[src/rtl/counter_pkg.sv]
// Shared definitions for the multi-channel step counter: width helper and mode encodings.
package counter_pkg;

    localparam logic MODE_SAT  = 1'b0;
    localparam logic MODE_WRAP = 1'b1;

    // Bits needed to hold values 0..v-1, never less than one.
    function automatic int ceil_log2(input int v);
        int r;
        r = 0;
        while ((1 << r) < v) r++;
        return (r < 1) ? 1 : r;
    endfunction

endpackage

[src/rtl/step_counter_ch.sv]
// One channel of the step counter: up/down by INCR over 0..(COUNT-1)*INCR,
// saturate or wrap, parallel load, registered terminal-count and wrap pulses.
module step_counter_ch
    import counter_pkg::*;
#(
    parameter int W     = 4,
    parameter int COUNT = 4,
    parameter int INCR  = 3
) (
    input  logic         clk,
    input  logic         rst,
    input  logic         clr_i,
    input  logic         load_en_i,
    input  logic [W-1:0] load_val_i,
    input  logic         incr_i,
    input  logic         decr_i,
    input  logic         wrap_en_i,
    output logic [W-1:0] count_o,
    output logic         full_o,
    output logic         empty_o,
    output logic         tc_pulse_o,
    output logic         wrap_pulse_o
);

    // One guard bit so sums past MAX are compared before any truncation.
    typedef logic [W:0] ext_t;

    localparam ext_t MAX_X  = ext_t'((COUNT - 1) * INCR);
    localparam ext_t INCR_X = ext_t'(INCR);
    localparam ext_t LAP_X  = ext_t'(COUNT * INCR);

    logic [W-1:0] count_q, count_d;
    logic         tc_q, tc_d;
    logic         wrap_q, wrap_d;

    ext_t cnt_x, up_x, load_x, next_x;
    logic wrapped;

    always_comb begin
        cnt_x   = {1'b0, count_q};
        up_x    = cnt_x + INCR_X;
        load_x  = {1'b0, load_val_i};
        next_x  = cnt_x;
        wrapped = 1'b0;

        if (clr_i) begin
            next_x = '0;
        end else if (load_en_i) begin
            next_x = (load_x > MAX_X) ? MAX_X : load_x;
        end else if (incr_i && decr_i) begin
            next_x = cnt_x;
        end else if (incr_i) begin
            if (up_x <= MAX_X) begin
                next_x = up_x;
            end else if (wrap_en_i == MODE_WRAP) begin
                wrapped = 1'b1;
                // A full lap (count was MAX) lands on 0; a partial lap from an
                // off-grid loaded value re-enters at its overshoot past MAX.
                next_x  = (up_x >= LAP_X) ? (up_x - LAP_X) : (up_x - MAX_X);
            end else begin
                next_x = MAX_X;
            end
        end else if (decr_i) begin
            if (cnt_x >= INCR_X) begin
                next_x = cnt_x - INCR_X;
            end else if (wrap_en_i == MODE_WRAP) begin
                wrapped = 1'b1;
                next_x  = (cnt_x == '0) ? MAX_X : (cnt_x + MAX_X - INCR_X);
            end else begin
                next_x = '0;
            end
        end
    end

    assign count_d = next_x[W-1:0];
    assign tc_d    = (next_x == MAX_X) && (cnt_x != MAX_X);
    assign wrap_d  = wrapped;

    always_ff @(posedge clk) begin
        if (!rst) begin
            count_q <= '0;
            tc_q    <= 1'b0;
            wrap_q  <= 1'b0;
        end else begin
            count_q <= count_d;
            tc_q    <= tc_d;
            wrap_q  <= wrap_d;
        end
    end

    assign count_o      = count_q;
    assign full_o       = ({1'b0, count_q} == MAX_X);
    assign empty_o      = (count_q == '0);
    assign tc_pulse_o   = tc_q;
    assign wrap_pulse_o = wrap_q;

endmodule

[src/rtl/counter_multi_sat_updn.sv]
// NUM_CH independent step counters sharing one clock; flat buses sliced per channel.
module counter_multi_sat_updn
    import counter_pkg::*;
#(
    parameter int  NUM_CH = 4,
    parameter int  COUNT  = 40,
    parameter int  INCR   = 60,
    localparam int W      = ceil_log2((COUNT - 1) * INCR + 1)
) (
    input  logic                clk,
    input  logic                rst,
    input  logic [NUM_CH-1:0]   ch_clr,
    input  logic [NUM_CH-1:0]   load_en,
    input  logic [NUM_CH*W-1:0] load_val,
    input  logic [NUM_CH-1:0]   incr,
    input  logic [NUM_CH-1:0]   decr,
    input  logic [NUM_CH-1:0]   wrap_en,
    output logic [NUM_CH*W-1:0] count,
    output logic [NUM_CH-1:0]   full,
    output logic [NUM_CH-1:0]   empty,
    output logic [NUM_CH-1:0]   tc_pulse,
    output logic [NUM_CH-1:0]   wrap_pulse,
    output logic                any_full
);

    for (genvar i = 0; i < NUM_CH; i++) begin : g_ch
        step_counter_ch #(
            .W     (W),
            .COUNT (COUNT),
            .INCR  (INCR)
        ) u_ch (
            .clk          (clk),
            .rst          (rst),
            .clr_i        (ch_clr[i]),
            .load_en_i    (load_en[i]),
            .load_val_i   (load_val[i*W +: W]),
            .incr_i       (incr[i]),
            .decr_i       (decr[i]),
            .wrap_en_i    (wrap_en[i]),
            .count_o      (count[i*W +: W]),
            .full_o       (full[i]),
            .empty_o      (empty[i]),
            .tc_pulse_o   (tc_pulse[i]),
            .wrap_pulse_o (wrap_pulse[i])
        );
    end

    assign any_full = |full;

endmodule

[config.mk]
export PLATFORM = sky130hd
export DESIGN_NAME = counter_multi_sat_updn
export DESIGN_NICKNAME = d
export VERILOG_FILES = /design/src/rtl/counter_pkg.sv /design/src/rtl/step_counter_ch.sv /design/src/rtl/counter_multi_sat_updn.sv
export SDC_FILE = /design/constraint.sdc
export NUM_CORES = 1
export LEC_CHECK = 0
export ABC_AREA = 1
export CORE_ASPECT_RATIO = 0.75
export CORE_MARGIN = 10
export CORE_UTILIZATION = 57
export DETAILED_ROUTE_END_ITERATION = 7
export PLACE_DENSITY_LB_ADDON = 0.2
export SYNTH_ARGS = -nofsm -noshare
export SYNTH_HDL_FRONTEND = slang
export SYNTH_SLANG_ARGS = --single-unit
[constraint.sdc]
create_clock -name clk -period 3 [get_ports clk]
set_input_delay 0.75 -clock clk [delete_from_list [all_inputs] [get_ports clk]]
set_output_delay 0.75 -clock clk [all_outputs]
set_load 0.02 [all_outputs]
---- Yosys cells after proc, flatten, opt, wreduce, memory -nomap -nowiden ----
Index checks and enable logic that the tools add are counted.
storage, ports and cells
  register bits ........................... 56
  input bits .............................. 70
  output and inout port bits .............. 65
  word-level logic and storage cells ...... 150
cells by class
  add/subtract/negate cells ............... 24
  magnitude comparators ................... 16
  eq/ne operators ......................... 12
  mux-type cells .......................... 68
  bitwise operators ....................... 1
  reduce and logical (&&, ||, !) cells .... 17
operators by type and width
  kind                      count
  $mux W13                  44
  $sub A13 B12 Y13 const B  8
  $add A12 B12 Y13 const B  4
  $add A12 B6 Y13 const B   4
  $eq A13 B12 Y1 const B    4
  $ge A13 B12 Y1 const B    4
  $le A13 B12 Y1 const B    4
  $sub A12 B6 Y13 const B   4
  $sub A13 B6 Y13 const B   4
  $eq A12 B12 Y1 const B    4
  $ge A12 B6 Y1 const B     4
  $gt A12 B12 Y1 const B    4
  $logic_not A12 Y1         4
  $mux W12                  4
  $ne A12 B12 Y1 const B    4
  $mux W1                   20
  $reduce_or A4 Y1          5
  $logic_and A1 B1 Y1       8
  $not A1 Y1                1

---- Depth between registers and ports, before layout ----
  depth in word-level cells ............... 12
  gate-level depth with buffers ........... 28
  mapped depth without buffers ............ 26

---- Hierarchy ----
Synthesis repeated with hierarchy kept, for this count alone.
second synthesis, totals
  cell total of the unflattened synthesis .. 1728
  area total of the unflattened synthesis .. 9424.0 um2
modules (own cells, without submodules)
  module                              instances  cells an instance  area an instance (um2)
  step_counter_ch (g_ch[1].u_ch ...)  2          435                2363.5
  step_counter_ch (g_ch[3].u_ch)      1          418                2376.0
  step_counter_ch (g_ch[0].u_ch)      1          437                2309.7
  counter_multi_sat_updn              1          3                  11.3

---- Least setup slack after synthesis ----
Ideal clock, no wire load.
  kind .................................... register -> register
  start point ............................. register g_ch[2].u_ch.count_q[2]
  end point ............................... register g_ch[2].u_ch.tc_q
  library setup time ...................... 111 ps
  arrival ................................. 2781 ps
  data required time ...................... 2889 ps
  path slack .............................. 108 ps
  stages on the path, launching flop included .. 27
  path buffers ............................ 1
  cell sequence ........................... dfxtp_1 > inv_1 > ha_1 > nand2_2 > nand2_1 > nand2_1 > inv_2 > ha_1 > inv_1 > nand2_1 > nand2_1 > nand2_1 > nand2_2 > nand3_4 > buf_6 > inv_4 > nand2_1 > nand3_1 > nand2_1 > nand2_1 > nand2_1 > o21ai_1 > nand2_1 > nand2_1 > inv_1 > nand2_1 > nor2_1
on the way
  cells in the longest elaborated chain, start to end .. 12
ends and longest elaborated chain
  what                    line                   text
  from (decl)             step_counter_ch.sv:32  logic [W-1:0] count_q, count_d;
  from (signal assigned)  step_counter_ch.sv:85  count_q <= count_d;
  $add A12 B12 Y13        step_counter_ch.sv:68  next_x = (cnt_x == '0) ? MAX_X : (cnt_x + MAX_X - INCR_X);
  $sub A13 B6 Y13         step_counter_ch.sv:68
  $mux W13                step_counter_ch.sv:68
  $mux W13                step_counter_ch.sv:66  end else if (wrap_en_i == MODE_WRAP) begin
  $mux W13                step_counter_ch.sv:64  if (cnt_x >= INCR_X) begin
  $mux W13                step_counter_ch.sv:63  end else if (decr_i) begin
  $mux W13                step_counter_ch.sv:52  end else if (incr_i) begin
  $mux W13                step_counter_ch.sv:50  end else if (incr_i && decr_i) begin
  $mux W13                step_counter_ch.sv:48  end else if (load_en_i) begin
  $mux W13                step_counter_ch.sv:46  if (clr_i) begin
  $eq A13 B12 Y1          step_counter_ch.sv:76  assign tc_d = (next_x == MAX_X) && (cnt_x != MAX_X);
  $logic_and A1 B1 Y1 *   step_counter_ch.sv:76
  to (signal assigned)    step_counter_ch.sv:86  tc_q <= tc_d;
  to (decl)               step_counter_ch.sv:33  logic tc_q, tc_d;
Mark *: on every way between the ends. The rest lies on a longest branch, timed or not.
A chain may end at the register's enable or synchronous reset.

---- Final worst setup path ----
  start point ............................. register g_ch[2].u_ch.count_q[1]
  end point ............................... output full[2]
on the way
  cells in the longest elaborated chain, start to end .. 1
ends and longest elaborated chain
  what            line                          text
  $eq A12 B12 Y1  step_counter_ch.sv:92         assign full_o = ({1'b0, count_q} == MAX_X);
  to (decl)       counter_multi_sat_updn.sv:19  output logic [NUM_CH-1:0] full,
Every way passes these cells.

==> report_table.html <==
<table>
<tr><th>Metric</th><th>Value</th></tr>
<tr><th colspan="2">Floorplanning</th></tr>
<tr><td>Die area</td><td>approximately 0.022 mm²</td></tr>
<tr><td>Starting density of the core</td><td>0.585</td></tr>
<tr><td>Die width</td><td>between 150 and 200 µm</td></tr>
<tr><td>Die Height</td><td>132 µm</td></tr>
<tr><td>Top Ports</td><td>135</td></tr>
<tr><td>Area inside the core boundary</td><td>around 0.016 mm²</td></tr>
<tr><td>Site row count</td><td>40</td></tr>
<tr><th colspan="2">Layout</th></tr>
<tr><td>Layout cells sized above 1</td><td>0.139</td></tr>
<tr><td>Top library cells by usage in the layout, fill and taps aside</td><td>sky130_fd_sc_hd__nand2_1, sky130_fd_sc_hd__inv_1, sky130_fd_sc_hd__nor2_1</td></tr>
<tr><td>Commonest non-fill, non-tap cell in the layout</td><td>sky130_fd_sc_hd__nand2_1</td></tr>
<tr><td>Layout filler cell count</td><td>roughly 1400</td></tr>
<tr><td>Area growth from synthesis to final layout</td><td>26.2%</td></tr>
<tr><td>Number of inserted diodes</td><td>0</td></tr>
<tr><td>Final nets</td><td>between 2000 and 2500</td></tr>
<tr><th colspan="2">Setup path</th></tr>
<tr><td>Worst Reg-to-Reg Cells</td><td>22</td></tr>
<tr><td>Worst-case register-to-register setup slack</td><td>about 0.17 ns</td></tr>
<tr><td>Startpoint Class</td><td>flip-flop</td></tr>
<tr><td>Crit-path cells</td><td>nor2_1 -&gt; nand2_1 -&gt; inv_1 -&gt; nand4_1 -&gt; inv_1 -&gt; clkdlybuf4s50_1</td></tr>
<tr><td>Required time reported for the critical path endpoint</td><td>around 2.3 ns</td></tr>
<tr><td>Slowest CP cell</td><td>sky130_fd_sc_hd__clkdlybuf4s50_1</td></tr>
<tr><td>Dominant delay contributor by cell family on the critical path</td><td>buffers and inverters</td></tr>
<tr><td>Endpoint of the worst register-to-register path</td><td>g_ch[0].u_ch.tc_pulse_o$_SDFF_PN0_</td></tr>
<tr><td>Critical setup path kind</td><td>reg -&gt; out</td></tr>
<tr><td>Arrival @ worst endpoint</td><td>2.19 ns</td></tr>
<tr><td>Top fanout value on the critical path</td><td>4</td></tr>
<tr><td>Worst path depth</td><td>6</td></tr>
<tr><td>Critical path capture point type</td><td>output pin</td></tr>
<tr><td>Cell mode on critical path</td><td>sky130_fd_sc_hd__inv_1</td></tr>
<tr><td>Crit path buf inv count</td><td>3</td></tr>
<tr><td>Source of the worst register-to-register timing path</td><td>g_ch[0].u_ch.count_o[2]$_SDFF_PN0_</td></tr>
<tr><td>Stage delay of the slowest cell on the critical path</td><td>approximately 0.63 ns</td></tr>
<tr><th colspan="2">Logic synthesis</th></tr>
<tr><td>Area fraction in and, or, nand and nor cells after synthesis</td><td>0.509</td></tr>
<tr><td>Mux cell area share after synthesis</td><td>0</td></tr>
<tr><td>Async set or reset register ratio after synthesis</td><td>0</td></tr>
<tr><td>Post-Synthesis Cells</td><td>1741</td></tr>
<tr><td>#FFs+latches synth</td><td>56</td></tr>
<tr><td>Number of synthesized flops with an enable pin</td><td>0</td></tr>
<tr><td>Number of distinct library cell variants in the gate-level netlist after synthesis</td><td>53</td></tr>
<tr><td>Total number of yosys warnings</td><td>0</td></tr>
<tr><td>Sequential area share after synthesis</td><td>0.119</td></tr>
<tr><td>Synthesized-area fraction occupied by xor and xnor cells</td><td>0.0409</td></tr>
<tr><td>Most instantiated flip-flop cell in the synthesis netlist</td><td>sky130_fd_sc_hd__dfxtp_1</td></tr>
<tr><td>Combinational family with the most area after synthesis</td><td>simple AND/OR/NAND/NOR gates</td></tr>
<tr><td>Post-synthesis share of cell area spent on full adders, half adders and majority gates</td><td>0.0582</td></tr>
<tr><td>Mapped cell area</td><td>0.00945 mm²</td></tr>
<tr><td>Average size of a mapped cell</td><td>approximately 5.4 µm²</td></tr>
<tr><td>Compound-cell area share of the yosys netlist</td><td>0.144</td></tr>
<tr><td>Syn Nets</td><td>1855</td></tr>
<tr><th colspan="2">Global routing</th></tr>
<tr><td>Antenna violations before repair</td><td>0</td></tr>
<tr><td>Overflow after GRT</td><td>0</td></tr>
<tr><td>Number of global-route vias before repair</td><td>about 11000</td></tr>
<tr><td>Maximum number of pins on one net before global-route repair</td><td>31</td></tr>
<tr><td>Total track usage</td><td>0.302</td></tr>
<tr><td>Wire length of the first global-routing pass</td><td>about 57000 µm</td></tr>
<tr><th colspan="2">Power and ir drop</th></tr>
<tr><td>Pwr Density</td><td>between 200 and 300 mW/mm²</td></tr>
<tr><td>Largest voltage drop on the vdd net</td><td>0.228 mV</td></tr>
<tr><td>Total design power</td><td>3.43 mW</td></tr>
<tr><td>Internal power contribution</td><td>1.85 mW</td></tr>
<tr><td>Reported leakage power</td><td>6.12 nW</td></tr>
<tr><td>Clock share of power</td><td>0.189</td></tr>
<tr><td>Comb power frac</td><td>0.569</td></tr>
<tr><td>Flop pwr share</td><td>0.242</td></tr>
<tr><td>Switching power summed over all nets</td><td>~1.6 mW</td></tr>
<tr><td>Switching power as a share of total power</td><td>0.461</td></tr>
<tr><th colspan="2">Placement</th></tr>
<tr><td>Count of input and output buffers</td><td>between 100 and 150</td></tr>
<tr><td>Post-DP HPWL</td><td>just under 30000 µm</td></tr>
<tr><td>Placer Congestion</td><td>slightly above 1</td></tr>
<tr><td>Worst slack at placement</td><td>~0.047 ns</td></tr>
<tr><th colspan="2">STA</th></tr>
<tr><td>Highest clock rate</td><td>0.340 GHz</td></tr>
<tr><td>Slew of the pin with the lowest slew margin</td><td>a little under 0.6 ns</td></tr>
<tr><td>Worst slew margin</td><td>0.610</td></tr>
<tr><td>Worst clock skew on the final layout</td><td>approximately 0.0084 ns</td></tr>
<tr><td>Final worst-path cycle share</td><td>0.980</td></tr>
<tr><td>Number of pins with negative max-slew slack in the final report</td><td>0</td></tr>
<tr><td>Count of endpoints failing hold in the final timing report</td><td>0</td></tr>
<tr><td>Unrepaired setup endpoints after global routing</td><td>true</td></tr>
<tr><td>Number of failing setup endpoints in the final timing report</td><td>0</td></tr>
<tr><td>Post-route setup slack</td><td>just under 0.06 ns</td></tr>
<tr><td>Post-layout minimum cycle time</td><td>~3 ns</td></tr>
<tr><th colspan="2">Detailed routing</th></tr>
<tr><td>Antenna Violating Nets Remaining</td><td>0</td></tr>
<tr><td>Detail-routed via count per cell</td><td>5.84</td></tr>
<tr><td>Count of vias placed by the detailed router</td><td>between 10000 and 15000</td></tr>
<tr><td>Mean routed wirelength per cell</td><td>16.9 µm</td></tr>
<tr><td>Detailed-route DRC error count</td><td>0</td></tr>
<tr><td>Wire length reported by the detailed router</td><td>around 36000 µm</td></tr>
<tr><td>DRC violation total after the first TritonRoute iteration</td><td>~1700</td></tr>
<tr><td>Number of detailed-routing iterations run before antenna repair</td><td>6</td></tr>
<tr><th colspan="2">Job</th></tr>
<tr><td>Number of max-capacitance violations reported</td><td>0</td></tr>
<tr><th colspan="2">Clock tree</th></tr>
<tr><td>TritonCTS clock tree</td><td>yes</td></tr>
<tr><td>Root buffer selected by CTS</td><td>sky130_fd_sc_hd__clkbuf_16</td></tr>
<tr><td>Number of buffers created by CTS</td><td>5</td></tr>
<tr><td>Hold-fix buffer count after cts</td><td>0</td></tr>
<tr><td>Clock slew seen by the registers of the worst setup and hold paths</td><td>0.08 ns</td></tr>
<tr><td>Clock insertion delay at the later pin of the skew report</td><td>~0.31 ns</td></tr>
<tr><td>Count of clock tree sinks</td><td>56</td></tr>
<tr><td>Maximum number of buffers from clock root to sink</td><td>2</td></tr>
<tr><td>Level count of the clock H-tree</td><td>2</td></tr>
<tr><th colspan="2">Min path</th></tr>
<tr><td>Number of cells on the worst hold path</td><td>4</td></tr>
<tr><td>Min-delay worst type</td><td>reg -&gt; reg</td></tr>
<tr><td>Hold-critical path endpoint</td><td>g_ch[2].u_ch.count_o[0]$_SDFF_PN0_</td></tr>
<tr><td>Source of the worst hold timing path</td><td>g_ch[2].u_ch.count_o[0]$_SDFF_PN0_</td></tr>
<tr><th colspan="2">Outcome</th></tr>
<tr><td>Result of the run</td><td>completed</td></tr>
</table>
## worst max-delay path by stage
stage / from / end / slack (ns)
floorplan: g_ch[2].u_ch.count_o[2]$_SDFF_PN0_ / g_ch[2].u_ch.tc_pulse_o$_SDFF_PN0_ / 0.11
global placement: incr[2] / g_ch[2].u_ch.tc_pulse_o$_SDFF_PN0_ / 0.02
detailed placement: incr[2] / g_ch[2].u_ch.tc_pulse_o$_SDFF_PN0_ / 0.05
CTS: g_ch[3].u_ch.count_o[8]$_SDFF_PN0_ / full[3] / 0.02
global route: g_ch[2].u_ch.count_o[3]$_SDFF_PN0_ / g_ch[2].u_ch.tc_pulse_o$_SDFF_PN0_ / -0.10
finish: g_ch[2].u_ch.count_o[1]$_SDFF_PN0_ / full[2] / 0.06
## Yosys cell counts, types with 18 or more instances
| master | instances | area share |
|---|---|---|
| sky130_fd_sc_hd__nand2_1 | 557 | 0.22 |
| sky130_fd_sc_hd__inv_1 | 204 | 0.081 |
| sky130_fd_sc_hd__nor2_1 | 202 | 0.080 |
| sky130_fd_sc_hd__nand3_1 | 152 | 0.080 |
| sky130_fd_sc_hd__a21oi_1 | 96 | 0.051 |
| sky130_fd_sc_hd__o21ai_0 | 79 | 0.042 |
| sky130_fd_sc_hd__dfxtp_1 | 56 | 0.12 |
| sky130_fd_sc_hd__ha_1 | 44 | 0.058 |
| sky130_fd_sc_hd__nand4_1 | 38 | 0.025 |
| sky130_fd_sc_hd__xor2_1 | 34 | 0.031 |
| sky130_fd_sc_hd__nand2_2 | 26 | 0.017 |
| sky130_fd_sc_hd__buf_4 | 23 | 0.018 |
| sky130_fd_sc_hd__inv_2 | 20 | 0.0079 |
| sky130_fd_sc_hd__nor3_1 | 18 | 0.0095 |
## registers in the layout, summed over array words and instances (netlist names)
| register | flops |
|---|---|
| g_ch.u_ch.wrap_pulse_o | 4 |
| g_ch.u_ch.count_o | 48 |
| g_ch.u_ch.tc_pulse_o | 4 |
## routing by layer
layer	GRT usage	part of all wire
met1	0.419	0.41
met2	0.449	0.42
met3	0.0843	0.14
met4	0.0681	0.025
met5	0	0
## tightest hold or removal path: cells and delay by family, from the launching register on
family / cells / cell delay (ns)
flip-flops: 1 / 0.33
AND/OR/NAND/NOR: 4 / 0.24
## power by group through the flow
stage               Sequential, mW  Clock (mW)  Combinational (mW)
floorplan                    0.874           0                1.14
global placement             0.842           0                1.80
detailed placement           0.843           0                1.81
CTS                          0.825       0.657                1.82
global route                 0.833       0.684                2.13
finish                       0.829       0.649                1.95
## timing repair
| action | in CTS | in global routing |
|---|---|---|
| resized for setup | 2 | 57 |
| pin swaps | 0 | 13 |
| buffers inserted | 0 | 19 |
| setup endpoints to repair | 2 | 35 |
| cloned | 0 | 2 |
## through the flow
step / setup TNS [ns] / util / cells / hold slack [ns] / area [µm²]
5_1_grt: -0.251 / 0.738 / 2153 / 0.665 / 11900
3_5_place_dp: 0 / 0.708 / 2124 / 0.591 / 11400
4_1_cts: 0 / 0.717 / 2132 / 0.598 / 11600
3_3_place_gp: 0 / 0.708 / 2124 / 0.574 / 11400
6_report: 0 / 0.738 / 2153 / 0.600 / 11900
2_1_floorplan: 0 / - / 1741 / 0.629 / 9450
## cell type report
type | count | area, µm² | share of cell area
inverters | 230 | 872 | 0.0731
clock inverters | 2 | 17.5 | 0.00147
clock buffers | 6 | 139 | 0.0116
flip-flops and latches | 56 | 1130 | 0.0946
repair buffers | 250 | 2220 | 0.186
multi-input cells | 1399 | 7290 | 0.611
well taps | 210 | 263 | 0.0220
## cell families (layout without fill, tap and decap cells)
| logic type | Yosys count | count (layout) |
|---|---|---|
| simple gates | 1068 | 1070 |
| buf+inv | 288 | 488 |
| compound gates | 243 | 243 |
| flops | 56 | 56 |
| fa+ha+maj | 44 | 44 |
| xor+xnor | 42 | 42 |
Power figures use the tool's default switching activity.
